--- config.mk ---
export PLATFORM = sky130hd
export DESIGN_NAME = req_credit_buffer
export DESIGN_NICKNAME = d
export VERILOG_FILES = /design/src/rtl/node_package.sv /design/src/rtl/credit_counter.sv /design/src/rtl/req_credit_buffer.sv
export SDC_FILE = /design/constraint.sdc
export NUM_CORES = 1
export LEC_CHECK = 0
export CAP_MARGIN = 10
export CORE_MARGIN = 2
export CORE_UTILIZATION = 55
export DETAILED_ROUTE_END_ITERATION = 6
export PLACE_DENSITY = 0.87
export REMOVE_ABC_BUFFERS = 1
export SYNTH_ARGS = -nofsm -noshare
export SYNTH_HDL_FRONTEND = slang
export SYNTH_SLANG_ARGS = --single-unit
export TNS_END_PERCENT = 10
--- constraint.sdc ---
create_clock -name clk -period 3.5 [get_ports clk]
set_clock_uncertainty 0.2 [all_clocks]
set_input_delay 0.7 -clock clk [delete_from_list [all_inputs] [get_ports clk]]
set_output_delay 0.7 -clock clk [all_outputs]
set_load 0.1 [all_outputs]
--- src/rtl/node_package.sv ---
// Shared request-channel types and default sizing for the NoC request links.
package node_package;

    localparam int REQ_BUF_DEPTH = 4;
    localparam int REQ_MAX_CRED  = 8;

    typedef struct packed {
        logic [3:0] src;
        logic [3:0] dst;
        logic [1:0] op;
        logic [5:0] tag;
    } ReqType;

    localparam int REQ_W = $bits(ReqType);

endpackage

--- src/rtl/credit_counter.sv ---
// Up/down credit counter with reset value and saturation at MAX; o_ovf flags
// an increment that had to be dropped because the counter was already full.
module credit_counter #(
    parameter int W       = 4,
    parameter int RST_VAL = 0,
    parameter int MAX     = 8
) (
    input  logic         i_clk,
    input  logic         i_rst_n,
    input  logic         i_inc,
    input  logic         i_dec,
    output logic [W-1:0] o_cnt,
    output logic         o_ovf
);

    logic [W-1:0] r_cnt;
    logic         w_at_max;

    assign w_at_max = (r_cnt == W'(MAX));
    assign o_ovf    = i_inc && !i_dec && w_at_max;
    assign o_cnt    = r_cnt;

    always_ff @(posedge i_clk or negedge i_rst_n) begin
        if (!i_rst_n) begin
            r_cnt <= W'(RST_VAL);
        end else if (i_inc && !i_dec) begin
            if (!w_at_max) r_cnt <= r_cnt + W'(1);
        end else if (i_dec && !i_inc && (r_cnt != '0)) begin
            r_cnt <= r_cnt - W'(1);
        end
    end

endmodule

--- src/rtl/req_credit_buffer.sv ---
// Credit-flow-controlled request buffer: absorbs up to DEPTH requests, returns
// freed entries upstream as credit pulses, sends downstream only with credits.
module req_credit_buffer
    import node_package::*;
#(
    parameter int DEPTH       = REQ_BUF_DEPTH,
    parameter int MAX_DN_CRED = REQ_MAX_CRED
) (
    input  logic                       clk,
    input  logic                       reset,
    input  logic                       v_rx_req,
    input  ReqType                     rx_req,
    output logic                       pre_rx_req,
    output logic                       v_tx_req,
    output ReqType                     tx_req,
    input  logic                       pre_tx_req,
    output logic [$clog2(DEPTH+1)-1:0] occ,
    output logic                       err
);

    localparam int PW = $clog2(DEPTH);
    localparam int OW = $clog2(DEPTH+1);
    localparam int CW = $clog2(MAX_DN_CRED+1);

    ReqType          r_mem [DEPTH];
    logic [PW-1:0]   r_wr_ptr, r_rd_ptr;
    logic [OW-1:0]   r_occ;
    logic            r_v_tx, r_pre_rx, r_err;
    ReqType          r_tx;

    logic [OW-1:0]   w_ret_cnt;
    logic [CW-1:0]   w_dn_cred;
    logic            w_deq, w_full, w_enq, w_drop, w_ret_dec;
    logic            w_ret_ovf, w_dn_ovf;

    assign w_deq     = (r_occ != '0) && (w_dn_cred != '0);
    assign w_full    = (r_occ == OW'(DEPTH));
    assign w_enq     = v_rx_req && (!w_full || w_deq);
    assign w_drop    = v_rx_req && w_full && !w_deq;
    assign w_ret_dec = (w_ret_cnt != '0);

    // Entries still owed upstream; every dequeue frees one more.
    credit_counter #(.W(OW), .RST_VAL(DEPTH), .MAX(DEPTH)) u_ret_cnt (
        .i_clk(clk), .i_rst_n(reset), .i_inc(w_deq), .i_dec(w_ret_dec),
        .o_cnt(w_ret_cnt), .o_ovf(w_ret_ovf)
    );

    credit_counter #(.W(CW), .RST_VAL(0), .MAX(MAX_DN_CRED)) u_dn_cred (
        .i_clk(clk), .i_rst_n(reset), .i_inc(pre_tx_req), .i_dec(w_deq),
        .o_cnt(w_dn_cred), .o_ovf(w_dn_ovf)
    );

    always_ff @(posedge clk) begin
        if (w_enq) r_mem[r_wr_ptr] <= rx_req;
    end

    always_ff @(posedge clk or negedge reset) begin
        if (!reset) begin
            r_wr_ptr <= '0;
            r_rd_ptr <= '0;
            r_occ    <= '0;
            r_v_tx   <= 1'b0;
            r_tx     <= '0;
            r_pre_rx <= 1'b0;
            r_err    <= 1'b0;
        end else begin
            r_pre_rx <= w_ret_dec;
            r_v_tx   <= w_deq;
            if (w_enq) r_wr_ptr <= r_wr_ptr + PW'(1);
            if (w_deq) begin
                r_tx     <= r_mem[r_rd_ptr];
                r_rd_ptr <= r_rd_ptr + PW'(1);
            end
            case ({w_enq, w_deq})
                2'b10:   r_occ <= r_occ + OW'(1);
                2'b01:   r_occ <= r_occ - OW'(1);
                default: r_occ <= r_occ;
            endcase
            if (w_drop || w_dn_ovf || w_ret_ovf) r_err <= 1'b1;
        end
    end

    assign pre_rx_req = r_pre_rx;
    assign v_tx_req   = r_v_tx;
    assign tx_req     = r_tx;
    assign occ        = r_occ;
    assign err        = r_err;

endmodule

# Yosys cells after proc, flatten, opt, wreduce, memory -nomap -nowiden
# Memory sizes are Yosys's and may differ from the RTL's. A register that Yosys moved wholly into a read port is not among the register bits.
# Cells that the tools add are included.
# totals
ram_bits	64
n_memories	1
ff_bits	17
latchBits	0
elab_cells	61
rom_bits	0
output_inout_bits	22
# op_classes
add_sub_neg	8
n_eq_ne	7
bitwise	0
n_mul	0
n_mux	9
div_mod_pow	0
shift	0
magnitude_cmp	0
n_reduce_logical	28
# mem_list
memory	depth	word_bits	read_ports	rd_clocked_by_memory_dff	wr	line_no	text
r_mem	4	16	1	1	1	req_credit_buffer.sv:25	ReqType r_mem [DEPTH];
# ops
cell	n
logical AND 1 bit	12
two-way mux 4 bit	3
two-way mux 3 bit	3
adder 3 x 1 -> 3 bit (second input constant)	2
equality test 3 bit (second input constant)	2
case mux 3 bit (2 select lines)	1
nonzero test 2 bit	3
nonzero test 3 bit	2
subtractor 3 x 1 -> 3 bit (second input constant)	2
zero test 1 bit	5
adder 2 x 1 -> 2 bit (second input constant)	2
adder 4 x 1 -> 4 bit (second input constant)	1
equality test 4 bit (second input constant)	1
!= test 2 bit (second input constant)	2
AND reduction 2 bit	2
nonzero test 4 bit	1
subtractor 4 x 1 -> 4 bit (second input constant)	1
logical OR 1 bit	3
equality test 2 x 1 -> 1 bit (second input constant)	1
equality test 2 bit (second input constant)	1
two-way mux 1 bit	2

# Logic depth before layout (Yosys ltp)
# logic_depth
ltp_word	7
mapped_depth	8
ltp_nobuf	8

# By module
# A second synthesis with hierarchy kept.
# hier_totals
cells_unflattened	232
hier_area_um2	4062.6
# modules_own_cells
mod	area_per_inst_um2	cells_each	n_inst	seq_area_each_um2
req_credit_buffer	3504.6	175	1	2572.5
credit_counter (u_dn_cred)	304.0	28	1	100.1
credit_counter (u_ret_cnt)	254.0	29	1	76.3

# Least setup slack after synthesis
# Ideal clock, no wire load.
# synth_path
kind	register to register
start	reg r_occ[0], in the netlist occ[0]
end	reg u_dn_cred.r_cnt[3], in the netlist u_dn_cred.o_cnt[3]
setup_ns	0.079
t_arrival_ns	2.472
stages_incl_launch_ff	9
path_slack_ns	0.748
path_buffers	0
t_required_ns	3.221
cell_sequence	dfrtp_1 or3_1 nand2_2 nand2_1 ha_1 a21o_1 a21oi_1 mux2i_1 xor2_1
# synth_via
elab_chain_cells	6
elab_cells_between_ends	10
cone_classes	eq/ne (1); mux (1); reduce/logical (8)
# synth_lines
element	line_no	text
start, declared	req_credit_buffer.sv:27	logic [OW-1:0] r_occ;
start signal, assigned	req_credit_buffer.sv:75	2'b10: r_occ <= r_occ + OW'(1);
start signal, assigned	req_credit_buffer.sv:76	2'b01: r_occ <= r_occ - OW'(1);
start signal, assigned	req_credit_buffer.sv:77	default: r_occ <= r_occ;
nonzero test 3 bit (*)	req_credit_buffer.sv:36	assign w_deq = (r_occ != '0) && (w_dn_cred != '0);
logical AND 1 bit (*)	req_credit_buffer.sv:36	
zero test 1 bit / logical AND 1 bit (equally long branches)	credit_counter.sv:26, credit_counter.sv:28	
logical AND 1 bit (on tied branches)	credit_counter.sv:26, credit_counter.sv:28	
!= test 2 bit (no source line) / nonzero test 2 bit (equally long branches)	n/a	
AND reduction 2 bit (no source line)	n/a	
end signal, assigned	credit_counter.sv:25	r_cnt <= W'(RST_VAL);
end signal, assigned	credit_counter.sv:27	if (!w_at_max) r_cnt <= r_cnt + W'(1);
end signal, assigned	credit_counter.sv:29	r_cnt <= r_cnt - W'(1);
end, declared	credit_counter.sv:16	logic [W-1:0] r_cnt;
# Mark *: on every way between the ends. The rest lies on a longest branch, timed or not.
# A chain may end at the register's enable or synchronous reset.

# Worst setup path in the final report
# layout_path
start	reg u_dn_cred.r_cnt[1], in the netlist u_dn_cred.o_cnt[1]
end	reg u_dn_cred.r_cnt[3], in the netlist u_dn_cred.o_cnt[3]
# layout_via
elab_chain_cells	6
elab_cells_between_ends	15
cone_classes	add/sub (2); eq/ne (2); mux (3); reduce/logical (8)
# layout_lines
element
branches (longest 6 deep; another with subtractor 4 x 1 -> 4 bit)
# Several ways; the timed one is not identified. The select of a mux whose other input is x is not followed.

==> results.txt <==
In the final layout, the share of cells above drive strength 1 is 24.32%. The met2 layer usage reported by global route was 31.68%. The path category of the worst min-delay check is reg -> reg. The first global-routing pass estimated 10,290 um of wire. After legalization and detailed placement, the total HPWL measured 4219 um. In this run the horizontal extent of the chip is 87.49 um. Setup violations remaining at the end of the flow were counted as 0. The number of fillers in the final layout is 454, and the row count is 30.

Start of the worst register-to-register path: u_dn_cred.o_cnt[1]. The cell depth of the worst hold path is 1, and the overall fraction of global-route tracks in use is 18.48%. The startpoint identified for the worst hold timing path is u_ret_cnt.o_cnt[2]. Post-CTS timing repair inserted 0 buffers for setup. The run gives 2,056 as the via count. The final critical path takes up 75.11% of the cycle. Counting the buffers created by CTS gives 9. At the worst endpoint, the required time is 3.59 ns. Synthesis inferred 97 register bits.

The flow ran to the end, and the final reports show no timing, DRC or antenna violations. The busiest metal layer after global routing was met2. For the signal arrival time at the worst endpoint, the log shows 2.72 ns. The number of antenna violations at the first check in global routing is 0. After routing, the total negative slack on setup checks comes to 0 ns.

Dividing the detail-routed via count by the number of cells gives 5.527. The wire length per cell after detailed routing was 17.34 um. TritonCTS built the clock tree. For the worst-skew pair, the clock arrives at the later sink with an insertion delay of 0.36 ns. After synthesis the cells add up to 3834 um^2. The number of hold buffers added after CTS was 0. Count of different cell masters after synthesis: 37.

The number of remaining DRC errors came out at 0. The area of the core region is 6756 um^2, and the clock input transition at the sequential cells of the worst setup and hold paths is 0.10 ns. Clock tree synthesis found a total of 97 sinks. The terminating pin of the worst hold path is u_ret_cnt.o_cnt[2].

The initial utilization of the core area, before any placement, comes to 56.74%. The tools report the endpoint of the worst register-to-register path as u_dn_cred.o_cnt[3]. The tools report the worst max-slew margin expressed relative to the limit as 47.45%.

The total congestion overflow was 0; the count of mapped cells out of synthesis was 236. For this block, the routed nets add up to 6449 um of wire. The average instance in the mapped netlist occupies 16.24 um^2. The tree is rooted in a sky130_fd_sc_hd__clkbuf_8. The overall die height is 87.49 um.

The number of cells on the worst reg-to-reg path is 8. The run gives 2,131 as the via count of the first global-routing pass. For this block, the initial DRC count from the detailed router was 107.

Number of I/O port buffers: 41. At the end of routability-driven placement, the weighted congestion stood at 0.8475. Along the worst path, the maximum fanout reaches 6.

Sequential cells were found to cover 71.70% of the synthesized design area. The shortest period the worst path allows was 2.629 ns. The routing usage on met1 came out at 22.34%. The I/O pin count is 42, and the pin count of the biggest net entering global routing is 34.

Static timing analysis puts the maximum clock frequency at 380.4 MHz. Counting along the longest clock path gives a buffer depth of 2. The logs give 0 for the count of final hold-check violations and 3 for the maximum level of the CTS H-tree.

The number of cells upsized or downsized after cts was 0. The floorplan step defined a die boundary enclosing 7655 um^2. The first detailed-routing pass took 4 iterations. In this run the register-to-register setup slack is 0.87 ns.

Compared with the post-synthesis result, the final layout area differs by 17.59%. After the last flow step, the layout net total stands at 315. At the pin with the least slew margin, the transition time is 0.7882 ns. The run gives 0 as the final antenna-violating net count. For the max-capacitance violation count, the log shows 0.

The Yosys step of the flow raised 0 warnings. Global routing used 5.308% of the available met3 tracks. Setup repair after global routing left no endpoint under its margin. The repair_antennas step left the layout with diodes totalling 0. On the worst path, the slowest cell contributes a delay of 0.59 ns. The signal on the critical path passes through or4_4 > nand2_2 > nand2_1 > ha_1 > a21o_1 > a21oi_1 > mux2i_1 > xor2_1. The worst setup path is of the reg -> reg kind.

The final-report max-slew violation count was 0. STA classifies the critical path startpoint as a flip-flop. The worst setup path is captured at a flip-flop. The cell with the largest stage delay on the worst path is sky130_fd_sc_hd__or4_4.
-- metal layers --
| metal | vias to the layer above | share of wire, % |
|---|---|---|
| met1 | 1034 | 42 |
| met3 | 7 | 4.2 |
| li1 | 960 | - |
| met5 | - | 0 |
| met4 | 0 | 1.0 |
| met2 | 55 | 53 |
-- state kept, by name (all words and copies together) (netlist names) --
| signal | flops |
|---|---|
| r_mem | 64 |
| occ | 3 |
| v_tx_req | 1 |
| r_wr_ptr | 2 |
| u_dn_cred.o_cnt | 4 |
| u_ret_cnt.o_cnt | 3 |
| r_rd_ptr | 2 |
| tx_req | 16 |
| pre_rx_req | 1 |
| err | 1 |
-- cell usage after synthesis --
library cell | n | share of area (%)
sky130_fd_sc_hd__or3_1 | 3 | 0.49
sky130_fd_sc_hd__a41oi_1 | 1 | 0.23
sky130_fd_sc_hd__inv_1 | 8 | 0.78
sky130_fd_sc_hd__or4b_1 | 1 | 0.26
sky130_fd_sc_hd__o221ai_1 | 1 | 0.23
sky130_fd_sc_hd__a31oi_2 | 1 | 0.33
sky130_fd_sc_hd__dfrtp_1 | 32 | 21
sky130_fd_sc_hd__a21oi_1 | 4 | 0.52
sky130_fd_sc_hd__a21o_1 | 1 | 0.20
sky130_fd_sc_hd__mux4_2 | 16 | 9.4
sky130_fd_sc_hd__inv_2 | 1 | 0.098
sky130_fd_sc_hd__nor3_1 | 3 | 0.39
sky130_fd_sc_hd__o21ai_0 | 3 | 0.39
sky130_fd_sc_hd__a32o_1 | 1 | 0.26
sky130_fd_sc_hd__or4_4 | 1 | 0.29
sky130_fd_sc_hd__mux2_2 | 1 | 0.29
sky130_fd_sc_hd__o211ai_2 | 1 | 0.33
sky130_fd_sc_hd__o31a_1 | 1 | 0.23
sky130_fd_sc_hd__nand3_1 | 1 | 0.13
sky130_fd_sc_hd__xor2_1 | 3 | 0.69
sky130_fd_sc_hd__ha_1 | 6 | 2.0
sky130_fd_sc_hd__dfstp_2 | 1 | 0.69
sky130_fd_sc_hd__buf_1 | 1 | 0.098
sky130_fd_sc_hd__xnor2_1 | 6 | 1.4
sky130_fd_sc_hd__nand2b_1 | 1 | 0.16
sky130_fd_sc_hd__fa_1 | 2 | 1.0
sky130_fd_sc_hd__or4b_2 | 1 | 0.26
sky130_fd_sc_hd__and2_1 | 4 | 0.65
sky130_fd_sc_hd__nor2_1 | 2 | 0.20
sky130_fd_sc_hd__nor4_2 | 1 | 0.33
sky130_fd_sc_hd__buf_2 | 4 | 0.52
sky130_fd_sc_hd__nand2_1 | 52 | 5.1
sky130_fd_sc_hd__edfxtp_1 | 64 | 50
sky130_fd_sc_hd__mux2i_1 | 1 | 0.26
sky130_fd_sc_hd__a22oi_1 | 1 | 0.20
sky130_fd_sc_hd__nand2_2 | 2 | 0.33
sky130_fd_sc_hd__clkbuf_1 | 3 | 0.29
-- worst max-delay path, delay by kind of cell, from the launching register on --
kind	cells	cell delay, ns
DFF	1	0.47
xor gates and xnor gates	1	0.16
and+or+nand+nor	3	0.82
muxes	1	0.24
AOI/OAI and AO/OA	2	0.35
adders and majority gates	1	0.31
-- cell type report --
class	count	area (um^2)	area share, %
timing repair buffer	48	407.9	9.048
multi-input combinational	122	1016	22.54
clock buffer	9	123.9	2.748
clock inverter	7	77.57	1.721
inverter	9	33.78	0.7494
sequential	97	2749	60.98
tap	80	100.1	2.220
-- how the worst max path moves through the flow --
| stage | from | to | slack, ns | cells past startpoint |
|---|---|---|---|---|
| after global routing | u_dn_cred.o_cnt[1] | u_dn_cred.o_cnt[3] | 0.71 | 8 |
| after floorplan | occ[0] | u_dn_cred.o_cnt[3] | 0.52 | 8 |
| after detailed placement | v_rx_req | occ[1] | 0.72 | 7 |
| after CTS | u_dn_cred.o_cnt[1] | u_dn_cred.o_cnt[3] | 0.88 | 8 |
| final | u_dn_cred.o_cnt[1] | u_dn_cred.o_cnt[3] | 0.87 | 8 |
| after global placement | v_rx_req | occ[1] | 0.82 | 7 |
-- cells in the final DEF (no fill, tap or decap), types with 2 or more instances in the layout --
| master | count |
|---|---|
| sky130_fd_sc_hd__and2_1 | 4 |
| sky130_fd_sc_hd__a21oi_1 | 4 |
| sky130_fd_sc_hd__xor2_1 | 3 |
| sky130_fd_sc_hd__ha_1 | 6 |
| sky130_fd_sc_hd__xnor2_1 | 6 |
| sky130_fd_sc_hd__nand2_2 | 2 |
| sky130_fd_sc_hd__inv_1 | 8 |
| sky130_fd_sc_hd__or3_1 | 3 |
| sky130_fd_sc_hd__nand2_1 | 52 |
| sky130_fd_sc_hd__nor2_1 | 2 |
| sky130_fd_sc_hd__clkdlybuf4s50_1 | 19 |
| sky130_fd_sc_hd__mux4_2 | 16 |
| sky130_fd_sc_hd__o21ai_0 | 3 |
| sky130_fd_sc_hd__edfxtp_1 | 64 |
| sky130_fd_sc_hd__dfrtp_1 | 32 |
| sky130_fd_sc_hd__buf_4 | 29 |
| sky130_fd_sc_hd__clkinvlp_4 | 3 |
| sky130_fd_sc_hd__clkbuf_8 | 9 |
| sky130_fd_sc_hd__nor3_1 | 3 |
| sky130_fd_sc_hd__fa_1 | 2 |
-- through the flow --
step                      hold slack [ns]  util, %  cells  setup WS, ns  area [um^2]
after floorplan                    0.2044        -    228        0.5175         3799
after global placement             0.2479    63.74    356        0.8186         4307
after detailed placement           0.2526    63.74    356        0.7173         4307
after CTS                          0.2658    66.72    372        0.8816         4508
after global routing               0.2816    66.72    372        0.7145         4508
final                              0.2663    66.72    372        0.8712         4508
-- logic make-up (layout without fill, tap and decap cells) --
logic type / count (synthesis) / after routing / share of synthesized area [%]
flip-flops: 97 / 97 / 71.70
AND/OR/NAND/NOR: 72 / 72 / 8.583
multiplexers: 18 / 18 / 9.954
buffers and inverters: 17 / 73 / 1.795
AO/OA/AOI/OAI: 15 / 15 / 2.905
XOR/XNOR: 9 / 9 / 2.056
adder cells (fa/ha/maj): 8 / 8 / 3.003
Power is not shown: default switching activity piles up to over one toggle a cycle in this logic, so the estimate is an artifact.
